**src/rtl/sigmoid_act_pkg.sv**
```systemverilog
// Shared types for the sigmoid_act activation unit: mode encoding, the stage-1
// per-lane record and clip-flag classification.
package sigmoid_pkg;

  // Widest stage-1 offset value supported; lanes with WI up to 32 fit here.
  localparam int SIG_T_W = 33;

  typedef enum logic {
    MODE_STEP = 1'b0,
    MODE_HSIG = 1'b1
  } mode_e;

  typedef struct packed {
    mode_e                     mode;
    logic                      sign;
    logic signed [SIG_T_W-1:0] t;
  } s1_t;

  typedef enum logic [1:0] {
    CLIP_NONE = 2'b00,
    CLIP_LO   = 2'b01,
    CLIP_HI   = 2'b10
  } clip_e;

  function automatic logic is_clip(input clip_e c);
    logic r;
    case (c)
      CLIP_LO, CLIP_HI: r = 1'b1;
      CLIP_NONE:        r = 1'b0;
      default:          r = 1'b0;
    endcase
    return r;
  endfunction

endpackage

```
**src/rtl/sigmoid_act_if.sv**
```systemverilog
// Sample-in / activation-out handshake bundle of sigmoid_act.
interface sigmoid_act_if #(
  parameter int NCH = 4,
  parameter int WI  = 16,
  parameter int WO  = 4
);
  logic                i_valid;
  logic                i_ready;
  logic                i_mode;
  logic [NCH*WI-1:0]   i_tdata;
  logic                o_valid;
  logic                o_ready;
  logic [NCH*WO-1:0]   o_tdata;

  modport master (
    output i_valid, i_mode, i_tdata, o_ready,
    input  i_ready, o_valid, o_tdata
  );

  modport slave (
    input  i_valid, i_mode, i_tdata, o_ready,
    output i_ready, o_valid, o_tdata
  );
endinterface

```
**src/rtl/sigmoid_act_lane.sv**
```systemverilog
// One channel of sigmoid_act: stage-1 shift/offset, stage-2 clamp and quantise.
// With SIGMOID_ACT_SAT_CNT_EN defined the lane also registers a clip flag.
module sigmoid_lane
  import sigmoid_pkg::*;
#(
  parameter int WI   = 16,
  parameter int FRAC = 8,
  parameter int WO   = 4
) (
  input  logic          i_sclk,
  input  logic          i_rstn,
  input  logic          en,
  input  logic          mode,
  input  logic [WI-1:0] x,
  output logic [WO-1:0] q
`ifdef SIGMOID_ACT_SAT_CNT_EN
  ,
  output logic          clip
`endif
);

  localparam logic signed [WI:0]    HALF_C  = (WI+1)'(1'b1) << (FRAC-1);
  localparam logic [SIG_T_W-1:0]    T_ONE_C = SIG_T_W'(1'b1) << FRAC;

  logic signed [WI:0] x_ext_s;
  logic signed [WI:0] t_s;
  s1_t                s1_nxt_s;
  s1_t                s1_r;
  logic               t_lo_s;
  logic               t_hi_s;
  logic [WO-1:0]      q_nxt_s;
  logic [WO-1:0]      q_r;

  assign x_ext_s = {x[WI-1], x};
  assign t_s     = (x_ext_s >>> 2'd2) + HALF_C;

  // Stage-1 record for this lane
  always_comb begin
    s1_nxt_s      = '0;
    s1_nxt_s.mode = mode_e'(mode);
    s1_nxt_s.sign = x[WI-1];
    s1_nxt_s.t    = SIG_T_W'(t_s);
  end

  // Stage-1 register
  always_ff @(posedge i_sclk or negedge i_rstn) begin
    if (!i_rstn) begin
      s1_r <= '0;
    end else if (en) begin
      s1_r <= s1_nxt_s;
    end
  end

  // A negative t wins over the unsigned high-range compare below.
  assign t_lo_s = s1_r.t[SIG_T_W-1];
  assign t_hi_s = ($unsigned(s1_r.t) >= T_ONE_C);

  // Stage-2 clamp / quantise
  always_comb begin
    q_nxt_s = '0;
    if (s1_r.mode == MODE_STEP) begin
      q_nxt_s = s1_r.sign ? '0 : '1;
    end else if (t_lo_s) begin
      q_nxt_s = '0;
    end else if (t_hi_s) begin
      q_nxt_s = '1;
    end else begin
      q_nxt_s = s1_r.t[FRAC-1 -: WO];
    end
  end

  // Stage-2 data register
  always_ff @(posedge i_sclk or negedge i_rstn) begin
    if (!i_rstn) begin
      q_r <= '0;
    end else if (en) begin
      q_r <= q_nxt_s;
    end
  end

  assign q = q_r;

`ifdef SIGMOID_ACT_SAT_CNT_EN
  clip_e clip_nxt_s;
  clip_e clip_r;

  // Clip classification; step mode never clips
  always_comb begin
    clip_nxt_s = CLIP_NONE;
    if (s1_r.mode == MODE_STEP) begin
      clip_nxt_s = CLIP_NONE;
    end else if (t_lo_s) begin
      clip_nxt_s = CLIP_LO;
    end else if (t_hi_s) begin
      clip_nxt_s = CLIP_HI;
    end else begin
      clip_nxt_s = CLIP_NONE;
    end
  end

  // Clip flag travels alongside the stage-2 data
  always_ff @(posedge i_sclk or negedge i_rstn) begin
    if (!i_rstn) begin
      clip_r <= CLIP_NONE;
    end else if (en) begin
      clip_r <= clip_nxt_s;
    end
  end

  assign clip = is_clip(clip_r);
`endif

endmodule

```
**src/rtl/sigmoid_act.sv**
```systemverilog
// Multi-channel step / hard-sigmoid activation with a two-stage valid/ready pipeline.
// Optional saturation counter built when SIGMOID_ACT_SAT_CNT_EN is defined.
module sigmoid_act
  import sigmoid_pkg::*;
#(
  parameter int NCH  = 4,
  parameter int WI   = 16,
  parameter int FRAC = 8,
  parameter int WO   = 4,
  parameter int CW   = 16
) (
  input  logic          i_sclk,
  input  logic          i_rstn,
  sigmoid_act_if.slave  bus,
  input  logic          i_cnt_clr,
  output logic [CW-1:0] o_sat_cnt
);

  logic              en_s;
  logic              s1_valid_r;
  logic [NCH*WO-1:0] tdata_s;

  // Both stages advance together whenever the output slot is free or draining.
  assign en_s        = !bus.o_valid || bus.o_ready;
  assign bus.i_ready = en_s;
  assign bus.o_tdata = tdata_s;

  // Valid pipeline
  always_ff @(posedge i_sclk or negedge i_rstn) begin
    if (!i_rstn) begin
      s1_valid_r  <= 1'b0;
      bus.o_valid <= 1'b0;
    end else if (en_s) begin
      s1_valid_r  <= bus.i_valid;
      bus.o_valid <= s1_valid_r;
    end
  end

`ifdef SIGMOID_ACT_SAT_CNT_EN
  localparam int PW = $clog2(NCH + 1);

  logic [NCH-1:0] clip_s;
  logic [PW-1:0]  pop_s;
  logic [CW:0]    sum_s;
  logic [CW-1:0]  sat_cnt_nxt_s;
  logic [CW-1:0]  sat_cnt_r;
`endif

  for (genvar c = 0; c < NCH; c++) begin : g_lane
    sigmoid_lane #(
      .WI   (WI),
      .FRAC (FRAC),
      .WO   (WO)
    ) u_lane (
      .i_sclk (i_sclk),
      .i_rstn (i_rstn),
      .en     (en_s),
      .mode   (bus.i_mode),
      .x      (bus.i_tdata[c*WI +: WI]),
      .q      (tdata_s[c*WO +: WO])
`ifdef SIGMOID_ACT_SAT_CNT_EN
      ,
      .clip   (clip_s[c])
`endif
    );
  end

`ifdef SIGMOID_ACT_SAT_CNT_EN
  // Popcount of clipped lanes and saturating counter update
  always_comb begin
    pop_s = '0;
    for (int c = 0; c < NCH; c++) begin
      pop_s = pop_s + PW'(clip_s[c]);
    end
    sum_s         = {1'b0, sat_cnt_r} + (CW+1)'(pop_s);
    sat_cnt_nxt_s = sat_cnt_r;
    if (i_cnt_clr) begin
      sat_cnt_nxt_s = '0;
    end else if (bus.o_valid && bus.o_ready) begin
      if (sum_s[CW]) begin
        sat_cnt_nxt_s = '1;
      end else begin
        sat_cnt_nxt_s = sum_s[CW-1:0];
      end
    end else begin
      sat_cnt_nxt_s = sat_cnt_r;
    end
  end

  // Saturation counter register
  always_ff @(posedge i_sclk or negedge i_rstn) begin
    if (!i_rstn) begin
      sat_cnt_r <= '0;
    end else begin
      sat_cnt_r <= sat_cnt_nxt_s;
    end
  end

  assign o_sat_cnt = sat_cnt_r;
`else
  logic unused_clr_s;

  assign unused_clr_s = i_cnt_clr;
  assign o_sat_cnt    = '0;
`endif

endmodule
```
**src/flat_wrapper.sv**
```systemverilog
// flat-port wrapper written by rule: the top's interface ports become plain ports
module sigmoid_act_flat import sigmoid_pkg::*;
#(
  parameter int NCH  = 4,
  parameter int WI   = 16,
  parameter int FRAC = 8,
  parameter int WO   = 4,
  parameter int CW   = 16
)
  (i_sclk, i_rstn, i_cnt_clr, o_sat_cnt, bus_i_valid, bus_i_mode, bus_i_tdata, bus_o_ready, bus_i_ready, bus_o_valid, bus_o_tdata);
  sigmoid_act_if #(.NCH(NCH), .WI(WI), .WO(WO)) bus_i ();
  input  logic i_sclk;
  input  logic i_rstn;
  input  logic i_cnt_clr;
  output logic [CW-1:0] o_sat_cnt;
  input wire logic [$bits(bus_i.i_valid)-1:0] bus_i_valid;
  input wire logic [$bits(bus_i.i_mode)-1:0] bus_i_mode;
  input wire logic [$bits(bus_i.i_tdata)-1:0] bus_i_tdata;
  input wire logic [$bits(bus_i.o_ready)-1:0] bus_o_ready;
  output wire logic [$bits(bus_i.i_ready)-1:0] bus_i_ready;
  output wire logic [$bits(bus_i.o_valid)-1:0] bus_o_valid;
  output wire logic [$bits(bus_i.o_tdata)-1:0] bus_o_tdata;
  assign bus_i.i_valid = bus_i_valid;
  assign bus_i.i_mode = bus_i_mode;
  assign bus_i.i_tdata = bus_i_tdata;
  assign bus_i.o_ready = bus_o_ready;
  assign bus_i_ready = bus_i.i_ready;
  assign bus_o_valid = bus_i.o_valid;
  assign bus_o_tdata = bus_i.o_tdata;
  sigmoid_act #(.NCH(NCH), .WI(WI), .FRAC(FRAC), .WO(WO), .CW(CW)) u_core (.i_sclk(i_sclk), .i_rstn(i_rstn), .bus(bus_i), .i_cnt_clr(i_cnt_clr), .o_sat_cnt(o_sat_cnt));
endmodule
```
**config.mk**
```make
export PLATFORM = sky130hd
export DESIGN_NAME = sigmoid_act_flat
export DESIGN_NICKNAME = d
export VERILOG_FILES = /design/src/rtl/sigmoid_act_pkg.sv /design/src/rtl/sigmoid_act_if.sv /design/src/rtl/sigmoid_act_lane.sv /design/src/rtl/sigmoid_act.sv /design/src/flat_wrapper.sv
export SDC_FILE = /design/constraint.sdc
export NUM_CORES = 1
export LEC_CHECK = 0
export CORE_MARGIN = 5
export CORE_UTILIZATION = 45
export CTS_CLUSTER_DIAMETER = 30
export CTS_CLUSTER_SIZE = 8
export DETAILED_ROUTE_END_ITERATION = 10
export DONT_BUFFER_PORTS = 1
export PLACE_DENSITY = 0.56
export REMOVE_ABC_BUFFERS = 1
export SLEW_MARGIN = 5
export SYNTH_ARGS = -nofsm -noshare
export SYNTH_HDL_FRONTEND = slang
export SYNTH_SLANG_ARGS = --single-unit
```
**constraint.sdc**
```tcl
create_clock -name i_sclk -period 1.69 [get_ports i_sclk]
set_input_delay 0.0845 -clock i_sclk [delete_from_list [all_inputs] [get_ports i_sclk]]
set_output_delay 0.0845 -clock i_sclk [all_outputs]
set_load 0.01 [all_outputs]
```
==> Word-level counts from Yosys, hierarchy flattened <==
Index checks and enable logic that the tools add are counted.
{ "word_totals": {"regBits": 83, "output_inout_bits": 34} }
{ "classes": {"add_sub_neg": 4, "magnitude_cmp": 4, "mux": 16, "reduce_logical": 2} }
{ "ops": {"columns": ["op", "n"], "rows": [
  ["33-bit by 9-bit >= comparator with 1-bit output (second input constant)", 4],
  ["4-bit 2-to-1 mux", 16],
  ["14-bit by 9-bit adder with 15-bit output (second input constant)", 4],
  ["1-bit logical NOT", 1],
  ["1-bit logical OR", 1]
]} }

==> Depth between registers and ports, before layout <==
{ "depth": {"ltp_word": 4, "mapped_depth": 7, "mapped_depth_nobuf": 4} }

==> Cells and area by module <==
From an unflattened synthesis, not the netlist that was laid out.
{ "unflattened": {"hier_cells": 302, "hier_area_um2": 3288.2} }
{ "by_module_without_submodules": {"columns": ["module", "n_inst", "cells_each", "area_per_inst_um2", "seq_area_each_um2"], "rows": [
  ["sigmoid_lane", 4, 70, 769.5, 425.4],
  ["sigmoid_act", 1, 22, 210.2, 50.0]
]} }

==> Least setup slack after synthesis <==
OpenSTA, ideal clock, no wires.
{ "synth_timing": {"path_type": "reg2reg", "from": "register u_core.g_lane[2].u_lane.s1_r[14] (netlist name)", "to": "register u_core.g_lane[2].u_lane.q_r[0]", "setup_time_ps": 135, "arrival_time_ps": 1194, "required_ps": 1555, "path_slack_ps": 362, "path_stages_with_launch": 4, "cell_sequence": "dfrtp_1 -> or4_4 -> nor4_4 -> a22oi_1"} }
{ "synth_via": {"elab_chain_cells": 4} }
{ "synth_rtl": {"columns": ["element", "line_no", "text"], "rows": [
  ["33-bit by 9-bit >= comparator with 1-bit output", "sigmoid_act_lane.sv:56", "assign t_hi_s = ($unsigned(s1_r.t) >= T_ONE_C);"],
  ["4-bit 2-to-1 mux", "sigmoid_act_lane.sv:65", "end else if (t_hi_s) begin"],
  ["4-bit 2-to-1 mux (*)", "sigmoid_act_lane.sv:63", "end else if (t_lo_s) begin"],
  ["4-bit 2-to-1 mux (*)", "sigmoid_act_lane.sv:61", "if (s1_r.mode == MODE_STEP) begin"],
  ["to (signal assigned)", "sigmoid_act_lane.sv:77", "q_r <= q_nxt_s;"],
  ["to (decl)", "sigmoid_act_lane.sv:32", "logic [WO-1:0] q_r;"]
]} }
Mark *: on every way between the ends. The rest lies on a longest branch, timed or not.
A chain may end at the register's enable or synchronous reset.

==> Final worst setup path <==
{ "layout_timing": {"from": "register u_core.bus.o_valid", "to": "register u_core.g_lane[2].u_lane.s1_r[12] (netlist bit)"} }
{ "layout_via": {"elab_chain_cells": 2} }
{ "layout_rtl": {"columns": ["element", "line_no", "text"], "rows": [
  ["from (decl)", "sigmoid_act_if.sv:22", "output i_ready, o_valid, o_tdata"],
  ["from (signal assigned)", "sigmoid_act.sv:35", "bus.o_valid <= s1_valid_r;"],
  ["1-bit logical NOT", "sigmoid_act.sv:24", "assign en_s = !bus.o_valid || bus.o_ready;"],
  ["1-bit logical OR", "sigmoid_act.sv:24", null],
  ["to (signal assigned)", "sigmoid_act_lane.sv:50", "s1_r <= s1_nxt_s;"],
  ["to (decl)", "sigmoid_act_lane.sv:28", "s1_t s1_r;"]
]} }
No other way between the ends.

==> impl_metrics.yaml <==
placement:
  gp_congestion: 0.7255
  portBuffers: 0
  dp_hpwl_um: 4628
synth:
  synth_area_um2: 3211
  ys.warnings.count: 0
  ys_types: 33
  yosysTopAreaCell: "dfrtp_1"
  synth-async-reset-ratio: 1.000
  synth_enable_flop_cells: 0
  avgSynthCellArea_um2: 9.199
  syn_inst: 349
  seq_area_frac_synth: 0.5222
  ys_ff_latch: 67
  synth_top_area_frac: 0.5222
  synth-main-ff-cell: "dfrtp_1"
  synth_top_cells_by_area: "dfrtp_1 52%, nand2_1 11%, buf_4 4.0%, o21ai_0 3.1%, nor2_1 2.3%"
grt:
  grt_use_met2: 0.2914
  grt_max_degree: 68
  grt.met3_usage: 0.03825
  grtUsageTotal: 0.1744
  grt_pass1_wl_um: 12250
  grt_pass1_vias: 2684
  antenna_found_initial: 0
  grt-busiest-layer: "met2"
  grt_use_met1: 0.2151
  overflow: 0
clock_tree:
  clk_path_buf_depth: 2
  cts_max_level: 3
  cts_num_sinks: 67
  cts_root_buf: "clkbuf_8"
  postCtsSetupBuffers: 0
  cts_buffers: 9
  cts.clk_slew.worst_paths_ns: 0.07
  clk_latency_ns: 0.33
  cts_tree: "done"
sta:
  worst_clock_skew_ns: 0.004312
  maxSlewViolCount: 0
  rsz0062_at_grt: "no"
  min_period_over_period: 0.9338
  hold_violations: 0
  finalSetupViolations: 0
  timing.hold.ws_ns: 0.01449
  fmax_ghz: 0.6336
  finalCriticalPeriod_ns: 1.578
final_layout:
  final_util: 0.5610
  antenna_cells: 0
  areaGrowthSynthToFinish_pct: 20.03
  fin_nets: 466
  layout-drive-gt1-share: 0.06091
setup_path:
  critPathLaunch: "u_core.bus.o_valid"
  r2r-start: "u_core.bus.o_valid"
  required_ns: 1.91
  ff2ff_path_depth: 5
  r2r_end: "u_core.g_lane[2].u_lane.s1_r[12]"
  crit_chain: "nor2b_4, inv_4, nor2_1, a31oi_1, dlygate4sd3_1"
  crit_slowest_cell: "dlygate4sd3_1"
  endpoint: "u_core.g_lane[2].u_lane.s1_r[12]"
  cp.arrival_ns: 1.80
  worst-path-stages: 5
  path_buf_inv: 2
  path_max_fanout: 16
  cp_top_family: "buffers and inverters"
  max_stage_delay_ns: 0.56
  path_class: "flop to flop"
  cp-start-kind: "flop"
  r2r_setup_slack_ns: 0.11
  endpoint_kind: "flop"
detailed_routing:
  drtIter0Drc: 65
  wl_um: 6972
  wl_per_cell_um: 14.23
  vias: 2461
  dr.pass1.iters: 4
  vias_per_cell: 5.022
  drc_errors: 0
  drtAntennaViolNets: 0
power:
  p_leak_nw: 1.704
  ir_drop_v: 0.0004075
  powerDensity_nw_per_um2: 1004
floorplan:
  fp-row-count: 30
  num_io_pins: 104
  start_util: 0.4674
  core_um2: 6869
  die-area_um2: 8924
  fp.dieW_um: 94.47
  fp.dieH_um: 94.47
worst_hold_path:
  hold_class: "input pin to flop"
outcome:
  status: "finished, final reports clean"
run:
  drv_cap: 0
-- how the worst min path moves through the flow --
stage	start	end	slack, ns	cells after the start
floorplan	i_rstn	u_core.bus.o_valid	-0.21	0
global placement	i_rstn	u_core.g_lane[0].u_lane.s1_r[6]	-0.21	0
detailed placement	i_rstn	u_core.g_lane[0].u_lane.s1_r[7]	-0.21	0
CTS	bus_i_tdata[25]	u_core.g_lane[1].u_lane.s1_r[14]	0.0008	3
global route	bus_i_tdata[25]	u_core.g_lane[1].u_lane.s1_r[14]	0.03	3
finish	bus_i_tdata[25]	u_core.g_lane[1].u_lane.s1_r[14]	0.01	3
-- final cells by class --
class,count,area (um2)
sequential,67,1677
inverter,10,40.04
timing repair buffer,51,525.5
tap,96,120.1
fill,655,3015
multi-input combinational,253,1343
clock buffer,13,148.9
-- registers in the layout, summed over array words and instances, names as in the netlist --
name and cells:
u_core.g_lane.u_lane.s1_r 49, u_core.g_lane.u_lane.q 16, u_core.bus.o_valid 1, u_core.s1_valid_r 1
-- per-stage QoR --
step | total power [W] | cells | setup WS [ns] | cell area, um2 | setup TNS, ns
after detailed placement | 0.002680 | 432 | 0.2033 | 3234 | 0
after global routing | 0.004124 | 490 | 0.02162 | 3854 | 0
after floorplan | 0.002498 | 330 | -1.401 | 3052 | -75.06
final | 0.003869 | 490 | 0.1118 | 3854 | 0
after CTS | 0.003921 | 490 | 0.03588 | 3851 | 0
after global placement | 0.002657 | 432 | 0.2210 | 3234 | 0
-- power breakdown --
group / internal, W / switching [W] / leakage [nW]
Clock: 0.000551 / 0.000546 / 0.0754
Combinational: 0.000302 / 0.000373 / 0.835
Sequential: 0.00187 / 0.000225 / 0.793
Total: 0.00272 / 0.00114 / 1.70
-- cell usage after synthesis, types with 2 or more instances --
library cell	instances
inv_1	9
nor4_1	4
nand3_1	12
nor2_1	20
mux2i_1	2
nor4_4	2
o2111ai_1	2
nor3_1	4
buf_2	10
o2111a_1	2
o21ai_1	11
clkbuf_1	6
a2bb2oi_1	6
a31oi_1	8
xnor2_1	4
a22oi_1	8
dfrtp_1	67
or4_4	2
ha_1	4
a21oi_1	6
nand2_1	95
nand4_1	3
or3_1	10
xor2_1	8
o21ai_0	20
buf_4	17
-- worst reg2reg max path: stages (launching register included) --
cell and delay, ns:
dfrtp_1 0.40, nor2b_4 0.24, inv_4 0.12, nor2_1 0.10, a31oi_1 0.05, dlygate4sd3_1 0.56
-- what timing repair did --
action / in CTS / in global routing
endpoints found under the setup margin: 0 / 1
gates resized for setup: 0 / 2
hold endpoints to repair: 117 / 0
hold buffers: 45 / 0
-- cell families after synthesis --
| family | after synthesis | share of synthesized area |
|---|---|---|
| mux | 2 | 0.006236 |
| compound gates | 63 | 0.1208 |
| flops | 67 | 0.5222 |
| fa+ha+maj | 4 | 0.01559 |
| buf+inv | 44 | 0.07872 |
| other cells | 1 | 0.001168 |
| xor+xnor | 12 | 0.03274 |
| simple gates | 156 | 0.2225 |
-- routing by layer --
layer | vias up | part of all wire | wire, um
li1 | 1234 | - | -
met1 | 1146 | 0.43 | 3003
met2 | 66 | 0.50 | 3460
met3 | 15 | 0.050 | 348
met4 | 0 | 0.023 | 159
met5 | - | 0 | 0
-- cell usage in the layout, fill, tap and decap left out, types with 3 or more instances in the layout --
master	instances
a22oi_1	8
nand3_1	12
nor3_1	4
buf_4	5
a2bb2oi_1	6
xor2_1	8
o21ai_0	20
dfrtp_1	67
dlygate4sd3_1	44
a21oi_1	6
clkbuf_1	3
xnor2_1	4
a31oi_1	8
conb_1	16
nand4_1	3
o21ai_1	11
or3_1	10
nor2_1	20
nand2_1	95
clkbuf_8	10
inv_1	9
ha_1	4
nor4_1	4
(Power assumes the default switching activity.)
